## config.mk

```make
export PLATFORM = sky130hd
export DESIGN_NAME = keypad_scan_ctrl
export DESIGN_NICKNAME = d
export VERILOG_FILES = /design/src/rtl/keypad_pkg.sv /design/src/rtl/keypad_debounce.sv /design/src/rtl/keypad_scan_ctrl.sv
export SDC_FILE = /design/constraint.sdc
export NUM_CORES = 1
export LEC_CHECK = 0
export BUFFER_PORTS_ARGS = -buffer_cell sky130_fd_sc_hd__buf_2
export CAP_MARGIN = 0
export CELL_PAD_IN_SITES_DETAIL_PLACEMENT = 0
export CELL_PAD_IN_SITES_GLOBAL_PLACEMENT = 1
export CORE_UTILIZATION = 43
export DETAILED_ROUTE_END_ITERATION = 6
export PLACE_DENSITY = 0.84
export SETUP_SLACK_MARGIN = 0.02
export SYNTH_ARGS = -nofsm -noshare
export SYNTH_HDL_FRONTEND = slang
export SYNTH_SLANG_ARGS = --single-unit
export TNS_END_PERCENT = 20
```

## constraint.sdc

```tcl
create_clock -name clk -period 1.95 [get_ports clk]
set_input_delay 0.195 -clock clk [delete_from_list [all_inputs] [get_ports clk]]
set_output_delay 0.195 -clock clk [all_outputs]
set_load 0.005 [all_outputs]
```

## src/rtl/keypad_pkg.sv

```systemverilog
// Shared types and constants for the 4x4 keypad scanner: FSM states,
// column drive patterns, scan result record and the key map.
package keypad_pkg;

    typedef enum logic [2:0] {
        ST_DRIVE,
        ST_SETTLE,
        ST_SAMPLE,
        ST_WAIT,
        ST_EVAL
    } scan_state_t;

    localparam logic [3:0] COL_C1   = 4'b0111;
    localparam logic [3:0] COL_C2   = 4'b1011;
    localparam logic [3:0] COL_C3   = 4'b1101;
    localparam logic [3:0] COL_C4   = 4'b1110;
    localparam logic [3:0] COL_IDLE = 4'b1111;

    // "none" is always encoded with code 0 so results compare by value
    typedef struct packed {
        logic       is_key;
        logic [3:0] code;
    } scan_res_t;

    localparam scan_res_t RES_NONE = '0;

    function automatic logic [3:0] col_drive(input logic [1:0] idx);
        case (idx)
            2'd0:    col_drive = COL_C1;
            2'd1:    col_drive = COL_C2;
            2'd2:    col_drive = COL_C3;
            default: col_drive = COL_C4;
        endcase
    endfunction

    // Index is {column, row} with column 0 = C1 and row 0 = R1
    function automatic logic [3:0] key_lookup(input logic [3:0] idx);
        case (idx)
            4'd0:    key_lookup = 4'h1;
            4'd1:    key_lookup = 4'h4;
            4'd2:    key_lookup = 4'h7;
            4'd3:    key_lookup = 4'h0;
            4'd4:    key_lookup = 4'h2;
            4'd5:    key_lookup = 4'h5;
            4'd6:    key_lookup = 4'h8;
            4'd7:    key_lookup = 4'hF;
            4'd8:    key_lookup = 4'h3;
            4'd9:    key_lookup = 4'h6;
            4'd10:   key_lookup = 4'h9;
            4'd11:   key_lookup = 4'hE;
            4'd12:   key_lookup = 4'hA;
            4'd13:   key_lookup = 4'hB;
            4'd14:   key_lookup = 4'hC;
            default: key_lookup = 4'hD;
        endcase
    endfunction

    function automatic logic [2:0] count_ones(input logic [3:0] v);
        count_ones = {2'b00, v[0]} + {2'b00, v[1]} + {2'b00, v[2]} + {2'b00, v[3]};
    endfunction

endpackage

```

## src/rtl/keypad_debounce.sv

```systemverilog
// Scan-level debouncer: a result must repeat DEBOUNCE_SCANS times before it
// becomes the debounced state; new key states raise a same-cycle event.
module keypad_debounce
    import keypad_pkg::*;
#(
    parameter int DEBOUNCE_SCANS = 4
) (
    input  logic       clk,
    input  logic       rst_n,
    input  logic       scan_valid,
    input  scan_res_t  scan_res,
    output logic       deb_key,
    output logic       evt,
    output logic [3:0] evt_code
);

    localparam int STB_W = $clog2(DEBOUNCE_SCANS + 1);
    localparam logic [STB_W-1:0] STB_MAX = STB_W'(DEBOUNCE_SCANS);

    scan_res_t        prev_reg;
    scan_res_t        deb_reg;
    logic [STB_W-1:0] stable_reg;
    logic [STB_W-1:0] stable_next;
    logic             accept;

    always_comb begin
        stable_next = STB_W'(1);
        if (scan_res == prev_reg) begin
            stable_next = (stable_reg == STB_MAX) ? stable_reg : stable_reg + STB_W'(1);
        end
        // Accept only on a genuine change so a saturated counter never re-fires
        accept   = scan_valid && (stable_next == STB_MAX) && (scan_res != deb_reg);
        evt      = accept && scan_res.is_key;
        evt_code = scan_res.code;
    end

    always_ff @(posedge clk or negedge rst_n) begin
        if (!rst_n) begin
            prev_reg   <= RES_NONE;
            deb_reg    <= RES_NONE;
            stable_reg <= '0;
        end else if (scan_valid) begin
            prev_reg   <= scan_res;
            stable_reg <= stable_next;
            if (accept) begin
                deb_reg <= scan_res;
            end
        end
    end

    assign deb_key = deb_reg.is_key;

endmodule

```

## src/rtl/keypad_scan_ctrl.sv

```systemverilog
// 4x4 matrix keypad scanner: drives one-cold columns, samples rows after a
// settle delay, debounces whole scans and hands key events over valid/ready.
module keypad_scan_ctrl
    import keypad_pkg::*;
#(
    parameter int COL_CYCLES     = 100000,
    parameter int SETTLE_CYCLES  = 8,
    parameter int DEBOUNCE_SCANS = 4
) (
    input  logic       clk,
    input  logic       rst_n,
    input  logic [3:0] Row,
    output logic [3:0] Col,
    output logic [3:0] key_code,
    output logic       key_valid,
    input  logic       key_ready,
    output logic       key_held,
    output logic       overflow
);

    localparam int CNT_W = $clog2(COL_CYCLES);
    localparam logic [CNT_W-1:0] SLOT_LAST   = CNT_W'(COL_CYCLES - 1);
    localparam logic [CNT_W-1:0] SETTLE_LAST = CNT_W'(SETTLE_CYCLES - 1);

    scan_state_t      state_reg, state_next;
    logic [CNT_W-1:0] slot_cnt_reg;
    logic [1:0]       col_idx_reg;
    logic [3:0]       col_reg;
    logic [1:0]       hits_reg, hits_next;
    logic [3:0]       code_reg;
    logic [3:0]       rows_low;
    logic [2:0]       low_cnt;
    logic [2:0]       hit_sum;
    logic [1:0]       row_idx;
    logic             slot_end;
    scan_res_t        scan_res;
    logic             evt;
    logic [3:0]       evt_code;
    logic [3:0]       key_code_reg;
    logic             key_valid_reg;
    logic             overflow_reg;

    // Row bit 3 is R1, so reverse into row-index order
    generate
        for (genvar gi = 0; gi < 4; gi++) begin : g_row
            assign rows_low[gi] = ~Row[3-gi];
        end
    endgenerate

    always_comb begin
        slot_end   = (slot_cnt_reg == SLOT_LAST);
        state_next = state_reg;
        case (state_reg)
            ST_DRIVE:  state_next = (SETTLE_CYCLES == 1) ? ST_SAMPLE : ST_SETTLE;
            ST_SETTLE: if (slot_cnt_reg == SETTLE_LAST) state_next = ST_SAMPLE;
            ST_SAMPLE: state_next = ST_WAIT;
            ST_WAIT:   if (slot_end) state_next = (col_idx_reg == 2'd3) ? ST_EVAL : ST_DRIVE;
            ST_EVAL:   state_next = ST_DRIVE;
            default:   state_next = ST_DRIVE;
        endcase
    end

    always_comb begin
        low_cnt = count_ones(rows_low);
        row_idx = 2'd0;
        for (int r = 3; r >= 0; r--) begin
            if (rows_low[r]) row_idx = 2'(r);
        end
        // Hit count saturates at 2: anything beyond one key is "none"
        hit_sum   = {1'b0, hits_reg} + low_cnt;
        hits_next = (hit_sum >= 3'd2) ? 2'd2 : hit_sum[1:0];
        scan_res.is_key = (hits_reg == 2'd1);
        scan_res.code   = (hits_reg == 2'd1) ? code_reg : 4'h0;
    end

    always_ff @(posedge clk or negedge rst_n) begin
        if (!rst_n) begin
            state_reg <= ST_DRIVE;
        end else begin
            state_reg <= state_next;
        end
    end

    always_ff @(posedge clk or negedge rst_n) begin
        if (!rst_n) begin
            slot_cnt_reg <= '0;
            col_idx_reg  <= 2'd0;
            col_reg      <= COL_IDLE;
            hits_reg     <= 2'd0;
            code_reg     <= 4'h0;
        end else begin
            if ((state_reg == ST_WAIT && slot_end) || state_reg == ST_EVAL) begin
                slot_cnt_reg <= '0;
            end else begin
                slot_cnt_reg <= slot_cnt_reg + CNT_W'(1);
            end
            if (state_reg == ST_WAIT && slot_end) begin
                col_idx_reg <= col_idx_reg + 2'd1;
            end
            if (state_reg == ST_DRIVE) begin
                col_reg <= col_drive(col_idx_reg);
            end
            if (state_reg == ST_SAMPLE) begin
                hits_reg <= hits_next;
                if (low_cnt == 3'd1) begin
                    code_reg <= key_lookup({col_idx_reg, row_idx});
                end
            end else if (state_reg == ST_EVAL) begin
                hits_reg <= 2'd0;
            end
        end
    end

    keypad_debounce #(
        .DEBOUNCE_SCANS(DEBOUNCE_SCANS)
    ) u_debounce (
        .clk        (clk),
        .rst_n      (rst_n),
        .scan_valid (state_reg == ST_EVAL),
        .scan_res   (scan_res),
        .deb_key    (key_held),
        .evt        (evt),
        .evt_code   (evt_code)
    );

    // An event arriving while the consumer still holds the last one is dropped
    always_ff @(posedge clk or negedge rst_n) begin
        if (!rst_n) begin
            key_code_reg  <= 4'h0;
            key_valid_reg <= 1'b0;
            overflow_reg  <= 1'b0;
        end else begin
            overflow_reg <= 1'b0;
            if (evt) begin
                if (!key_valid_reg || key_ready) begin
                    key_code_reg  <= evt_code;
                    key_valid_reg <= 1'b1;
                end else begin
                    overflow_reg <= 1'b1;
                end
            end else if (key_valid_reg && key_ready) begin
                key_valid_reg <= 1'b0;
            end
        end
    end

    assign Col       = col_reg;
    assign key_code  = key_code_reg;
    assign key_valid = key_valid_reg;
    assign overflow  = overflow_reg;

endmodule
```

==> impl_metrics.prom, run 1 <==
# TYPE chip_impl_metric gauge
chip_impl_metric{name="yosys.cell_types.count",unit=""} 58
chip_impl_metric{name="io_pins",unit=""} 18
chip_impl_metric{name="cp_max_fo",unit=""} 4
chip_impl_info{name="hold_class",value="in2reg"} 1
chip_impl_metric{name="asyncSetResetFlopFracSynth",unit="%"} 100
chip_impl_metric{name="drt_iter0_drc",unit=""} 98
chip_impl_info{name="critical-path-top-delay-family",value="simple AND/OR/NAND/NOR gates"} 1
chip_impl_metric{name="synth-seq-area-share",unit="%"} 44.1
chip_impl_metric{name="syn_nets",unit=""} 311
chip_impl_metric{name="cts.sinks",unit=""} 51
chip_impl_metric{name="via_count",unit=""} 2250
chip_impl_metric{name="layout-drive-gt1-share",unit="%"} 34.0
chip_impl_metric{name="number_of_nets_with_antenna_violations_after_routing",unit=""} 0
chip_impl_metric{name="placementRows",unit=""} 29
chip_impl_metric{name="number_of_setup_violations_in_the_final_report",unit=""} 4
chip_impl_metric{name="critPathMaxStageDelay",unit="ns"} 0.41
chip_impl_metric{name="drc_errors",unit=""} 4
chip_impl_metric{name="grt-ovfl-total",unit=""} 0
chip_impl_metric{name="postPlaceCellArea",unit="µm²"} 3410
chip_impl_info{name="status",value="finished, violations left"} 1
chip_impl_metric{name="static-leakage-power",unit="µW"} 0.00167
chip_impl_metric{name="worst-path-buf-inv",unit=""} 3
chip_impl_metric{name="area_growth",unit="%"} 26.0
chip_impl_info{name="tritoncts",value="built"} 1
chip_impl_metric{name="full_die_area",unit="µm²"} 7090
chip_impl_metric{name="first_global_vias",unit=""} 2262
chip_impl_info{name="dominantRegCellSynth",value="dfrtp_1"} 1
chip_impl_metric{name="drv_cap",unit=""} 0
chip_impl_info{name="worst_path_cell_chain",value="inv_2 -> ha_4 -> buf_4 -> inv_1 -> a31oi_4 -> nor3_2 -> nand4_4 -> mux2_4"} 1
chip_impl_metric{name="finalWorstPathRequiredPeriod",unit="ns"} 2.02
chip_impl_metric{name="clock_latency",unit="ns"} 0.30
chip_impl_metric{name="die_width",unit="µm"} 84.2
chip_impl_info{name="top_cells_by_area_synth",value="dfrtp_1 (40%), ha_1 (5.2%), xnor2_1 (4.5%), nor2_1 (4.1%), nand2_1 (3.7%)"} 1
chip_impl_info{name="failing_checks",value="design-rule violations, negative setup slack"} 1
chip_impl_metric{name="design.final.nets",unit=""} 371
chip_impl_metric{name="final_util",unit="%"} 57.0
chip_impl_metric{name="worst_hold_path.num_cells",unit=""} 3
chip_impl_metric{name="number_of_antenna_violations_at_the_first_check_in_global_routing",unit=""} 0
chip_impl_metric{name="number_of_buffers_added_by_the_clock_tree_synthesis_step",unit=""} 5
chip_impl_metric{name="avgViaCountPerCell",unit=""} 5.27
chip_impl_metric{name="r2r.worst_path.cells",unit=""} 8
chip_impl_metric{name="setup_slack",unit="ns"} -0.0660
chip_impl_metric{name="power-per-cell-area",unit="nW/µm²"} 535
chip_impl_metric{name="gp_congestion",unit=""} 0.763
chip_impl_metric{name="synth-edff-count",unit=""} 0
chip_impl_metric{name="finish.instance_area",unit="µm²"} 3660
chip_impl_info{name="end_kind",value="register"} 1
chip_impl_metric{name="placeableCoreArea",unit="µm²"} 6420
chip_impl_metric{name="drt_first_pass_iters",unit=""} 6
chip_impl_metric{name="final-hold-violation-count",unit=""} 0
chip_impl_metric{name="grt_pass1_wl",unit="mm"} 10.6
chip_impl_metric{name="cts-htree-levels",unit=""} 2
chip_impl_metric{name="fmax",unit="MHz"} 496
chip_impl_metric{name="synth_area_per_cell",unit="µm²"} 10.0
chip_impl_metric{name="antenna-diode-count",unit=""} 0
chip_impl_metric{name="chipHeight",unit="µm"} 84.2
chip_impl_info{name="synth_largest_area_cell",value="dfrtp_1"} 1
chip_impl_metric{name="routed_wl",unit="mm"} 5.97
chip_impl_info{name="netlist_top_cells_count",value="dfrtp_1 (47), nor2_1 (32), nand2_1 (29), inv_1 (18), xnor2_1 (15)"} 1
chip_impl_info{name="start_kind",value="register"} 1
chip_impl_metric{name="mappedNetlistArea",unit="µm²"} 2910
chip_impl_info{name="synth.most_common_cell",value="dfrtp_1"} 1
chip_impl_metric{name="ys.warnings.count",unit=""} 0
chip_impl_info{name="timing.critical_path.slowest_stage_cell",value="dfrtp_1"} 1
chip_impl_metric{name="dp_hpwl",unit="mm"} 4.37
chip_impl_metric{name="crit_arrival",unit="ns"} 2.21
chip_impl_metric{name="postSynthCellCount",unit=""} 290
chip_impl_metric{name="floorplan.initialDensity",unit="%"} 45.2
chip_impl_metric{name="avgRoutedWirePerCell",unit="µm"} 14.0
chip_impl_metric{name="largest_register_ffs",unit=""} 17
chip_impl_metric{name="crit_required",unit="ns"} 2.14
chip_impl_metric{name="slew_violations",unit=""} 0
chip_impl_info{name="criticalPathCategory",value="reg2reg"} 1
chip_impl_metric{name="design_power_total",unit="µW"} 1960
chip_impl_info{name="rsz0062_at_grt",value="true"} 1
chip_impl_metric{name="port_buffers",unit=""} 17
chip_impl_metric{name="slew_headroom",unit="%"} 64.4
chip_impl_metric{name="transition_at_the_pin_with_the_smallest_max_transition_slack",unit="ns"} 0.534
chip_impl_info{name="cts_root_buffer",value="clkbuf_8"} 1
chip_impl_metric{name="peakVddDrop",unit="mV"} 0.358
chip_impl_metric{name="grtUsageTotal",unit="%"} 18.6
chip_impl_metric{name="layout_worst_path_cycle_share",unit="%"} 103
chip_impl_metric{name="clock_tree.buffer_depth",unit=""} 2
chip_impl_metric{name="clk_pin_slew_worst_paths",unit="ns"} 0.09
chip_impl_metric{name="largest_net_degree_at_the_start_of_global_routing",unit=""} 31
chip_impl_metric{name="critical_path_depth",unit=""} 8
chip_impl_metric{name="skew",unit="ns"} 0.00680
chip_impl_metric{name="synth_largest_type_area_fraction",unit="%"} 40.5
chip_impl_metric{name="yosys_register_bits",unit=""} 51
chip_impl_metric{name="num-fill-cells",unit=""} 567
## per-layer routing
| metal | up-vias | GRT usage [%] | wire length (µm) |
|---|---|---|---|
| met4 | 0 | 4.08 | 52 |
| met1 | 1096 | 26.3 | 2920 |
| met2 | 27 | 30.3 | 2840 |
| li1 | 1120 | - | - |
| met3 | 7 | 3.05 | 165 |
| met5 | - | 0 | 0 |
## what timing repair did
| action | in CTS | in global routing |
|---|---|---|
| pin swaps | 7 | 8 |
| buffers inserted | 3 | 2 |
| resized for setup | 15 | 7 |
| endpoints found under the setup margin | 12 | 34 |
| hold buffers | 1 | 0 |
| endpoints found under the hold margin | 18 | 0 |
## logic make-up (layout without fill, tap and decap cells)
kind of cell | after synthesis | in the layout | share of synthesized area, %
DFF | 51 | 51 | 44.1
adders and majority gates | 14 | 14 | 6.55
and+or+nand+nor | 122 | 122 | 23.2
xor gates and xnor gates | 23 | 23 | 6.93
muxes | 16 | 16 | 6.20
buffers and inverters | 25 | 85 | 3.62
AOI/OAI and AO/OA | 39 | 39 | 9.43
## through the flow
step | setup WS, ns | std cells | hold slack, ns | TNS, ns
floorplan | -0.126 | 290 | -0.101 | -0.393
global placement | -0.317 | 414 | 0.199 | -1.39
detailed placement | -0.367 | 414 | 0.207 | -1.98
CTS | -0.0589 | 425 | 0.239 | -0.192
global route | -0.143 | 427 | 0.243 | -0.875
finish | -0.0660 | 427 | 0.241 | -0.233
## final timing paths
kind	startpoint	end	slack, ns
setup / recovery	u_debounce.stable_reg[0]	key_code[0]	-0.07
hold / removal	key_ready	key_valid	0.24
setup reg to reg	u_debounce.stable_reg[0]	key_code[0]	-0.07
hold reg to reg	Col[0]	Col[0]	0.49
max in group asynchronous	rst_n	Col[1]	0.94
min in group asynchronous	rst_n	u_debounce.stable_reg[2]	0.40
## power breakdown
group,internal (µW),total (µW),switching (µW)
clock,279,612,333
sequential,1070,1090,20.5
combinational,129,255,126
## cells in the final DEF (no fill, tap or decap), types with 3 or more instances in the layout
master | Yosys | layout
nand4_1 | 4 | 4
ha_1 | 12 | 7
o21ai_0 | 12 | 10
dfstp_2 | 4 | 4
nor3_1 | 7 | 5
ha_4 | 0 | 5
and3_1 | 4 | 3
mux2_4 | 1 | 4
nor2_1 | 32 | 32
and2_1 | 5 | 5
nand3_1 | 8 | 8
a21oi_1 | 8 | 8
o21ai_1 | 1 | 3
clkbuf_8 | 0 | 6
nand3b_1 | 5 | 5
xnor2_1 | 15 | 15
mux2_2 | 9 | 9
nor4_1 | 3 | 3
dfrtp_1 | 47 | 46
inv_2 | 0 | 5
inv_1 | 18 | 12
buf_2 | 3 | 16
buf_4 | 0 | 39
buf_6 | 1 | 3
mux2i_1 | 3 | 3
nand2_1 | 29 | 29
xor2_1 | 8 | 7
or3_1 | 4 | 4
## area by class of cell
class | instances | area (µm²) | area share, %
Inverter | 18 | 75.1 | 2.05
Timing Repair Buffer | 60 | 437 | 11.9
Clock buffer | 6 | 82.6 | 2.26
Sequential cell | 51 | 1280 | 35.0
Tap cell | 77 | 96.3 | 2.63
Multi-Input combinational cell | 214 | 1680 | 46.0
Clock inverter | 1 | 5.00 | 0.137
## tightest hold or removal path, delay by kind of cell
kind,cells,cell delay [ns]
buffers and inverters,1,0.07
and+or+nand+nor,2,0.25
No activity file was read; power rests on OpenSTA's default activity.
==> inputs of run 2 (changes only) <==
--- a/config.mk
+++ b/config.mk
@@ -9,9 +9,9 @@
 export CAP_MARGIN = 0
 export CELL_PAD_IN_SITES_DETAIL_PLACEMENT = 0
 export CELL_PAD_IN_SITES_GLOBAL_PLACEMENT = 1
-export CORE_UTILIZATION = 43
+export CORE_UTILIZATION = 48
 export DETAILED_ROUTE_END_ITERATION = 6
-export PLACE_DENSITY = 0.84
+export PLACE_DENSITY = 0.89
 export SETUP_SLACK_MARGIN = 0.02
 export SYNTH_ARGS = -nofsm -noshare
 export SYNTH_HDL_FRONTEND = slang
==> constraint.sdc (replaced) <==
create_clock -name clk -period 2.1 [get_ports clk]
set_input_delay 0.21 -clock clk [delete_from_list [all_inputs] [get_ports clk]]
set_output_delay 0.21 -clock clk [all_outputs]
set_load 0.005 [all_outputs]
==> run 2 against run 1 <==
Compared with the run above: the run now ends clean; first-iteration DRC count is 20% lower; clock-buffer cell count is 1 higher; non-clock buffer count decreased by 18; sequential cell count unchanged; hold slack improved by 0.015 ns; largest cell class unchanged; largest power group unchanged.
==> impl_metrics.prom, run 2 (synthesized netlist as in run 1, its figures left out) <==
# TYPE chip_impl_metric gauge
chip_impl_metric{name="drc_errors",unit=""} 0
chip_impl_metric{name="cts-htree-levels",unit=""} 2
chip_impl_info{name="layout.cells.most_common",value="dfrtp_1"} 1
chip_impl_metric{name="final-hold-violation-count",unit=""} 0
chip_impl_metric{name="chipHeight",unit="µm"} 79.8
chip_impl_metric{name="finish.instance_area",unit="µm²"} 3430
chip_impl_metric{name="number_of_buffers_added_by_the_clock_tree_synthesis_step",unit=""} 5
chip_impl_info{name="critPathLaunch",value="Row[0]"} 1
chip_impl_info{name="tritoncts",value="built"} 1
chip_impl_metric{name="clk_pin_slew_worst_paths",unit="ns"} 0.09
chip_impl_metric{name="instances_no_fill",unit=""} 405
chip_impl_metric{name="largest_register_ffs",unit=""} 17
chip_impl_metric{name="num-fill-cells",unit=""} 507
chip_impl_metric{name="die_width",unit="µm"} 79.8
chip_impl_metric{name="total_switching_power",unit="µW"} 439
chip_impl_metric{name="combinational_share_of_power",unit="%"} 12.5
chip_impl_metric{name="first_global_vias",unit=""} 2220
chip_impl_metric{name="slew_violations",unit=""} 0
chip_impl_metric{name="power_frac_seq",unit="%"} 57.2
chip_impl_metric{name="dp_hpwl",unit="mm"} 4.29
chip_impl_metric{name="number_of_setup_violations_in_the_final_report",unit=""} 0
chip_impl_metric{name="via_count",unit=""} 2163
chip_impl_metric{name="area_growth",unit="%"} 18.2
chip_impl_metric{name="io_pins",unit=""} 18
chip_impl_metric{name="drv_cap",unit=""} 0
chip_impl_metric{name="layout_worst_path_cycle_share",unit="%"} 96.6
chip_impl_metric{name="number_of_nets_with_antenna_violations_after_routing",unit=""} 0
chip_impl_info{name="cts_root_buffer",value="clkbuf_8"} 1
chip_impl_metric{name="cts.sinks",unit=""} 51
chip_impl_metric{name="area.sequential",unit="µm²"} 1280
chip_impl_metric{name="grtUsageTotal",unit="%"} 20.0
chip_impl_metric{name="grt_pass1_wl",unit="mm"} 10.0
chip_impl_metric{name="area_of_the_multi_input_gates",unit="µm²"} 1620
chip_impl_info{name="end_kind",value="register"} 1
chip_impl_metric{name="postPlaceCellArea",unit="µm²"} 3270
chip_impl_info{name="start_kind",value="input port"} 1
chip_impl_metric{name="crit_required",unit="ns"} 2.29
chip_impl_metric{name="largest_net_degree_at_the_start_of_global_routing",unit=""} 30
chip_impl_metric{name="fmax",unit="MHz"} 493
chip_impl_info{name="hp-start",value="key_ready"} 1
chip_impl_metric{name="gp_congestion",unit=""} 0.770
chip_impl_metric{name="port_buffers",unit=""} 17
chip_impl_metric{name="power.clock.fraction",unit="%"} 30.3
chip_impl_metric{name="static-leakage-power",unit="µW"} 0.00157
chip_impl_metric{name="avgRoutedWirePerCell",unit="µm"} 14.1
chip_impl_metric{name="cp_max_fo",unit=""} 3
chip_impl_metric{name="p_int",unit="µW"} 1340
chip_impl_metric{name="placementRows",unit=""} 27
chip_impl_info{name="status",value="finished, final reports clean"} 1
chip_impl_info{name="rsz0062_at_grt",value="true"} 1
chip_impl_metric{name="number_of_antenna_violations_at_the_first_check_in_global_routing",unit=""} 0
chip_impl_metric{name="design.final.nets",unit=""} 353
chip_impl_metric{name="slew_headroom",unit="%"} 63.7
chip_impl_metric{name="drt_iter0_drc",unit=""} 78
chip_impl_metric{name="layout-drive-gt1-share",unit="%"} 28.5
chip_impl_metric{name="fraction_of_power_spent_switching_nets",unit="%"} 24.7
chip_impl_metric{name="skew",unit="ns"} 0.00560
chip_impl_metric{name="avgViaCountPerCell",unit=""} 5.34
chip_impl_metric{name="drt_first_pass_iters",unit=""} 4
chip_impl_info{name="layout_common_cells",value="dfrtp_1 (46), nor2_1 (32), nand2_1 (29)"} 1
chip_impl_metric{name="full_die_area",unit="µm²"} 6370
chip_impl_metric{name="clock_latency",unit="ns"} 0.30
chip_impl_metric{name="transition_at_the_pin_with_the_smallest_max_transition_slack",unit="ns"} 0.545
chip_impl_info{name="criticalPathCategory",value="in2reg"} 1
chip_impl_metric{name="peakVddDrop",unit="mV"} 0.254
chip_impl_metric{name="floorplan.initialDensity",unit="%"} 51.2
chip_impl_metric{name="antenna-diode-count",unit=""} 0
chip_impl_metric{name="power-per-cell-area",unit="nW/µm²"} 518
chip_impl_metric{name="routed_wl",unit="mm"} 5.70
chip_impl_metric{name="clock_tree.buffer_depth",unit=""} 2
chip_impl_metric{name="crit_arrival",unit="ns"} 2.22
chip_impl_metric{name="placeableCoreArea",unit="µm²"} 5680
chip_impl_metric{name="finalWorstPathRequiredPeriod",unit="ns"} 2.03
chip_impl_metric{name="grt-ovfl-total",unit=""} 0
chip_impl_metric{name="dp.cells",unit=""} 394
chip_impl_info{name="hold_class",value="in2reg"} 1
chip_impl_info{name="timing.rr.start",value="u_debounce.stable_reg[1]"} 1
chip_impl_metric{name="hold_ws",unit="ns"} 0.256
## run 2: cell count changes in the layout (fill, tap and decap cells not counted), sizes merged
cell	before	now
buf	59	41
clkbuf	6	7
## run 2: worst max-delay path, stage by stage
cell     delay (ns)
buf_2          0.13
inv_6          0.03
fa_1           0.49
ha_4           0.29
ha_1           0.13
inv_1          0.05
fa_2           0.37
xor2_2         0.19
buf_4          0.13
a41oi_2        0.12
o21ai_1        0.08
## run 2: worst paths after layout
check / cells after the start / to / slack [ns]
max in group asynchronous: 3 / Col[0] / 1.07
min in group asynchronous: 2 / overflow / 0.42
setup reg to reg: 7 / key_code[2] / 0.08
setup / recovery: 11 / hits_reg[0] / 0.07
hold / removal: 3 / overflow / 0.26
hold reg to reg: 2 / Col[0] / 0.49
## run 2: what timing repair did
action	in CTS	in global routing
buffers inserted	0	2
endpoints found under the hold margin	20	0
pin swaps	1	8
hold buffers	1	0
endpoints found under the setup margin	4	10
resized for setup	0	12
## run 2: stage by stage
step	utilization (%)	total power [µW]	TNS (ns)	worst slack [ns]
2_1_floorplan	-	1150	0	0.00850
3_3_place_gp	57.7	1220	-0.543	-0.167
5_1_grt	60.5	1880	-0.115	-0.0362
3_5_place_dp	57.7	1240	-0.837	-0.210
4_1_cts	59.3	1790	0	0.0257
6_report	60.5	1780	0	0.0714
## run 2: routing by layer
layer / wire length, µm / track usage (%) / vias up
met4: 76 / 5.54 / 0
met5: 0 / 0 / -
met2: 2800 / 33.2 / 25
met3: 141 / 4.23 / 8
met1: 2680 / 26.2 / 1047
li1: - / - / 1083
## run 2: layout make-up
| cell class | count | share of cell area (%) |
|---|---|---|
| Multi-Input combinational cell | 214 | 47.2 |
| Inverter | 18 | 2.11 |
| Clock buffer | 7 | 2.22 |
| Timing Repair Buffer | 42 | 8.38 |
| Sequential cell | 51 | 37.3 |
| Clock inverter | 1 | 0.146 |
| Tap cell | 72 | 2.62 |
## run 2: power by group through the flow
stage	clock network (µW)	registers, µW	logic (µW)
after floorplan	0	1030	125
after global placement	0	1040	189
after detailed placement	0	1040	201
after CTS	567	1020	204
after global routing	607	1020	251
final	540	1020	223
==> inputs of run 3 (changes only) <==
--- a/config.mk
+++ b/config.mk
@@ -9,9 +9,10 @@
 export CAP_MARGIN = 0
 export CELL_PAD_IN_SITES_DETAIL_PLACEMENT = 0
 export CELL_PAD_IN_SITES_GLOBAL_PLACEMENT = 1
-export CORE_UTILIZATION = 48
+export CORE_MARGIN = 2
+export CORE_UTILIZATION = 39
 export DETAILED_ROUTE_END_ITERATION = 6
-export PLACE_DENSITY = 0.89
+export PLACE_DENSITY = 0.78
 export SETUP_SLACK_MARGIN = 0.02
 export SYNTH_ARGS = -nofsm -noshare
 export SYNTH_HDL_FRONTEND = slang
==> constraint.sdc (replaced) <==
create_clock -name clk -period 1.65 [get_ports clk]
set_input_delay 0.165 -clock clk [delete_from_list [all_inputs] [get_ports clk]]
set_output_delay 0.165 -clock clk [all_outputs]
set_load 0.005 [all_outputs]
==> run 3 against run 2 <==
Compared with the run above: the flow now finishes with violations (negative setup slack); core utilization is 5.0 points lower; die area is 28% higher; sequential share of layout area is 5.3 points lower; cell count is 18% higher; non-clock buffer count is 45 higher; global-route usage is 3.6 points lower; worst setup slack worse by 0.39 ns; combinational power is 67% higher; hold slack worse by 0.023 ns; critical endpoint is now key_code[0]; highest routed layer unchanged.
==> impl_metrics.prom, run 3 (synthesized netlist as in run 1, its figures left out) <==
# TYPE chip_impl_metric gauge
chip_impl_info{name="status",value="finished, violations left"} 1
chip_impl_info{name="failing_checks",value="negative setup slack"} 1
chip_impl_info{name="start_kind",value="register"} 1
chip_impl_metric{name="skew",unit="ns"} 0.00693
chip_impl_metric{name="grt-ovfl-total",unit=""} 0
chip_impl_metric{name="dp.cells",unit=""} 460
chip_impl_metric{name="layout_worst_path_cycle_share",unit="%"} 119
chip_impl_metric{name="floorplan.initialDensity",unit="%"} 40.3
chip_impl_metric{name="dp_hpwl",unit="mm"} 4.54
chip_impl_metric{name="number_of_nets_with_antenna_violations_after_routing",unit=""} 0
chip_impl_info{name="rsz0062_at_grt",value="true"} 1
chip_impl_metric{name="clock_latency",unit="ns"} 0.30
chip_impl_metric{name="power-per-cell-area",unit="nW/µm²"} 628
chip_impl_info{name="layout.cells.most_common",value="buf_4"} 1
chip_impl_metric{name="drv_cap",unit=""} 0
chip_impl_info{name="layout_common_cells",value="buf_4 (66), dfrtp_1 (45), nor2_1 (32)"} 1
chip_impl_metric{name="largest_register_ffs",unit=""} 17
chip_impl_metric{name="instances_no_fill",unit=""} 477
chip_impl_metric{name="design.final.nets",unit=""} 398
chip_impl_metric{name="area_growth",unit="%"} 37.9
chip_impl_metric{name="first_global_vias",unit=""} 2421
chip_impl_metric{name="slew_violations",unit=""} 0
chip_impl_metric{name="io_pins",unit=""} 18
chip_impl_metric{name="chipHeight",unit="µm"} 90.3
chip_impl_metric{name="crit_required",unit="ns"} 1.84
chip_impl_metric{name="cp_max_fo",unit=""} 5
chip_impl_metric{name="setup_slack",unit="ns"} -0.316
chip_impl_metric{name="die_width",unit="µm"} 90.3
chip_impl_metric{name="static-leakage-power",unit="µW"} 0.00185
chip_impl_metric{name="layout-drive-gt1-share",unit="%"} 42.3
chip_impl_metric{name="routed_wl",unit="mm"} 6.44
chip_impl_metric{name="drt_first_pass_iters",unit=""} 4
chip_impl_metric{name="grtUsageTotal",unit="%"} 16.4
chip_impl_metric{name="antenna-diode-count",unit=""} 0
chip_impl_metric{name="fmax",unit="MHz"} 509
chip_impl_metric{name="placementRows",unit=""} 31
chip_impl_metric{name="cts.sinks",unit=""} 51
chip_impl_info{name="criticalPathCategory",value="reg2reg"} 1
chip_impl_metric{name="grt_pass1_wl",unit="mm"} 11.1
chip_impl_metric{name="avgRoutedWirePerCell",unit="µm"} 13.5
chip_impl_metric{name="hold_ws",unit="ns"} 0.233
chip_impl_metric{name="cts-htree-levels",unit=""} 2
chip_impl_metric{name="crit_arrival",unit="ns"} 2.16
chip_impl_metric{name="transition_at_the_pin_with_the_smallest_max_transition_slack",unit="ns"} 0.328
chip_impl_info{name="cts_root_buffer",value="clkbuf_8"} 1
chip_impl_metric{name="finalWorstPathRequiredPeriod",unit="ns"} 1.97
chip_impl_metric{name="drc_errors",unit=""} 0
chip_impl_metric{name="placeableCoreArea",unit="µm²"} 7210
chip_impl_metric{name="avgViaCountPerCell",unit=""} 4.96
chip_impl_info{name="end_kind",value="register"} 1
chip_impl_metric{name="gp_congestion",unit=""} 0.766
chip_impl_metric{name="number_of_buffers_added_by_the_clock_tree_synthesis_step",unit=""} 5
chip_impl_metric{name="port_buffers",unit=""} 17
chip_impl_metric{name="drt_iter0_drc",unit=""} 56
chip_impl_metric{name="full_die_area",unit="µm²"} 8160
chip_impl_metric{name="largest_net_degree_at_the_start_of_global_routing",unit=""} 52
chip_impl_metric{name="clk_pin_slew_worst_paths",unit="ns"} 0.09
chip_impl_info{name="tritoncts",value="built"} 1
chip_impl_info{name="hold_class",value="in2reg"} 1
chip_impl_metric{name="via_count",unit=""} 2365
chip_impl_metric{name="peakVddDrop",unit="mV"} 0.486
chip_impl_metric{name="slew_headroom",unit="%"} 78.1
chip_impl_metric{name="clock_tree.buffer_depth",unit=""} 2
chip_impl_metric{name="final-hold-violation-count",unit=""} 0
chip_impl_metric{name="number_of_antenna_violations_at_the_first_check_in_global_routing",unit=""} 0
chip_impl_metric{name="number_of_setup_violations_in_the_final_report",unit=""} 38
run 3: cell count changes in the layout (fill, tap and decap cells not counted), sizes merged:
cell,change
buf,+45
bufinv,+1
clkinv,-1
run 3: repair_timing:
item | CTS | global route
setup endpoints to repair | 40 | 41
hold endpoints to repair | 47 | 0
hold buffers | 1 | 0
pin swaps | 24 | 13
gates resized for setup | 18 | 18
buffers inserted | 1 | 7
run 3: path summary, 6_finish.rpt:
check | from | endpoint | slack [ns] | cells after the start
max reg2reg | hits_reg[1] | key_code[0] | -0.32 | 6
min | key_ready | overflow | 0.23 | 3
min in group asynchronous | rst_n | overflow | 0.37 | 3
max in group asynchronous | rst_n | Col[0] | 0.99 | 3
max | hits_reg[1] | key_code[0] | -0.32 | 6
min reg2reg | Col[3] | Col[3] | 0.48 | 2
run 3: power breakdown:
part           switching (µW)  internal, µW  total, µW
sequential               19.0          1270       1290
clock                     404           454        858
combinational             172           200        372
total                     594          1920       2520
run 3: critical path: stages, from the launching register on:
cell	delay, ns
dfrtp_1	0.44
and2b_4	0.30
nand4_1	0.14
a311oi_4	0.32
buf_4	0.19
nand4_4	0.14
mux2_4	0.33
run 3: cell type report:
type,count,area [µm²]
Timing Repair Buffer,87,649
Inverter,18,75.1
Multi-Input combinational cell,214,1770
Tap cell,99,124
Fill cell,662,3210
Sequential cell,51,1280
Clock buffer,7,76.3
Clock inverter,1,30.0
run 3: metrics by stage:
stage / setup TNS (ns) / util (%) / power (µW) / worst slack, ns / cell area, µm²
after detailed placement: -10.66 / 50.7 / 1630 / -0.632 / 3660
after global placement: -9.71 / 50.7 / 1620 / -0.580 / 3660
after floorplan: -6.99 / - / 1480 / -0.396 / 3010
final: -5.41 / 55.5 / 2520 / -0.316 / 4010
after global routing: -8.04 / 55.5 / 2630 / -0.394 / 4010
after CTS: -5.75 / 53.6 / 2490 / -0.356 / 3860
run 3: layer usage:
metal	share of wire, %	global-route usage, %	vias to the layer above	wire [µm]
li1	-	-	1171	-
met1	47	21.8	1162	3000
met2	50	28.1	23	3230
met3	1.8	2.75	9	119
met4	1.3	4.10	0	85
met5	0	0	-	0
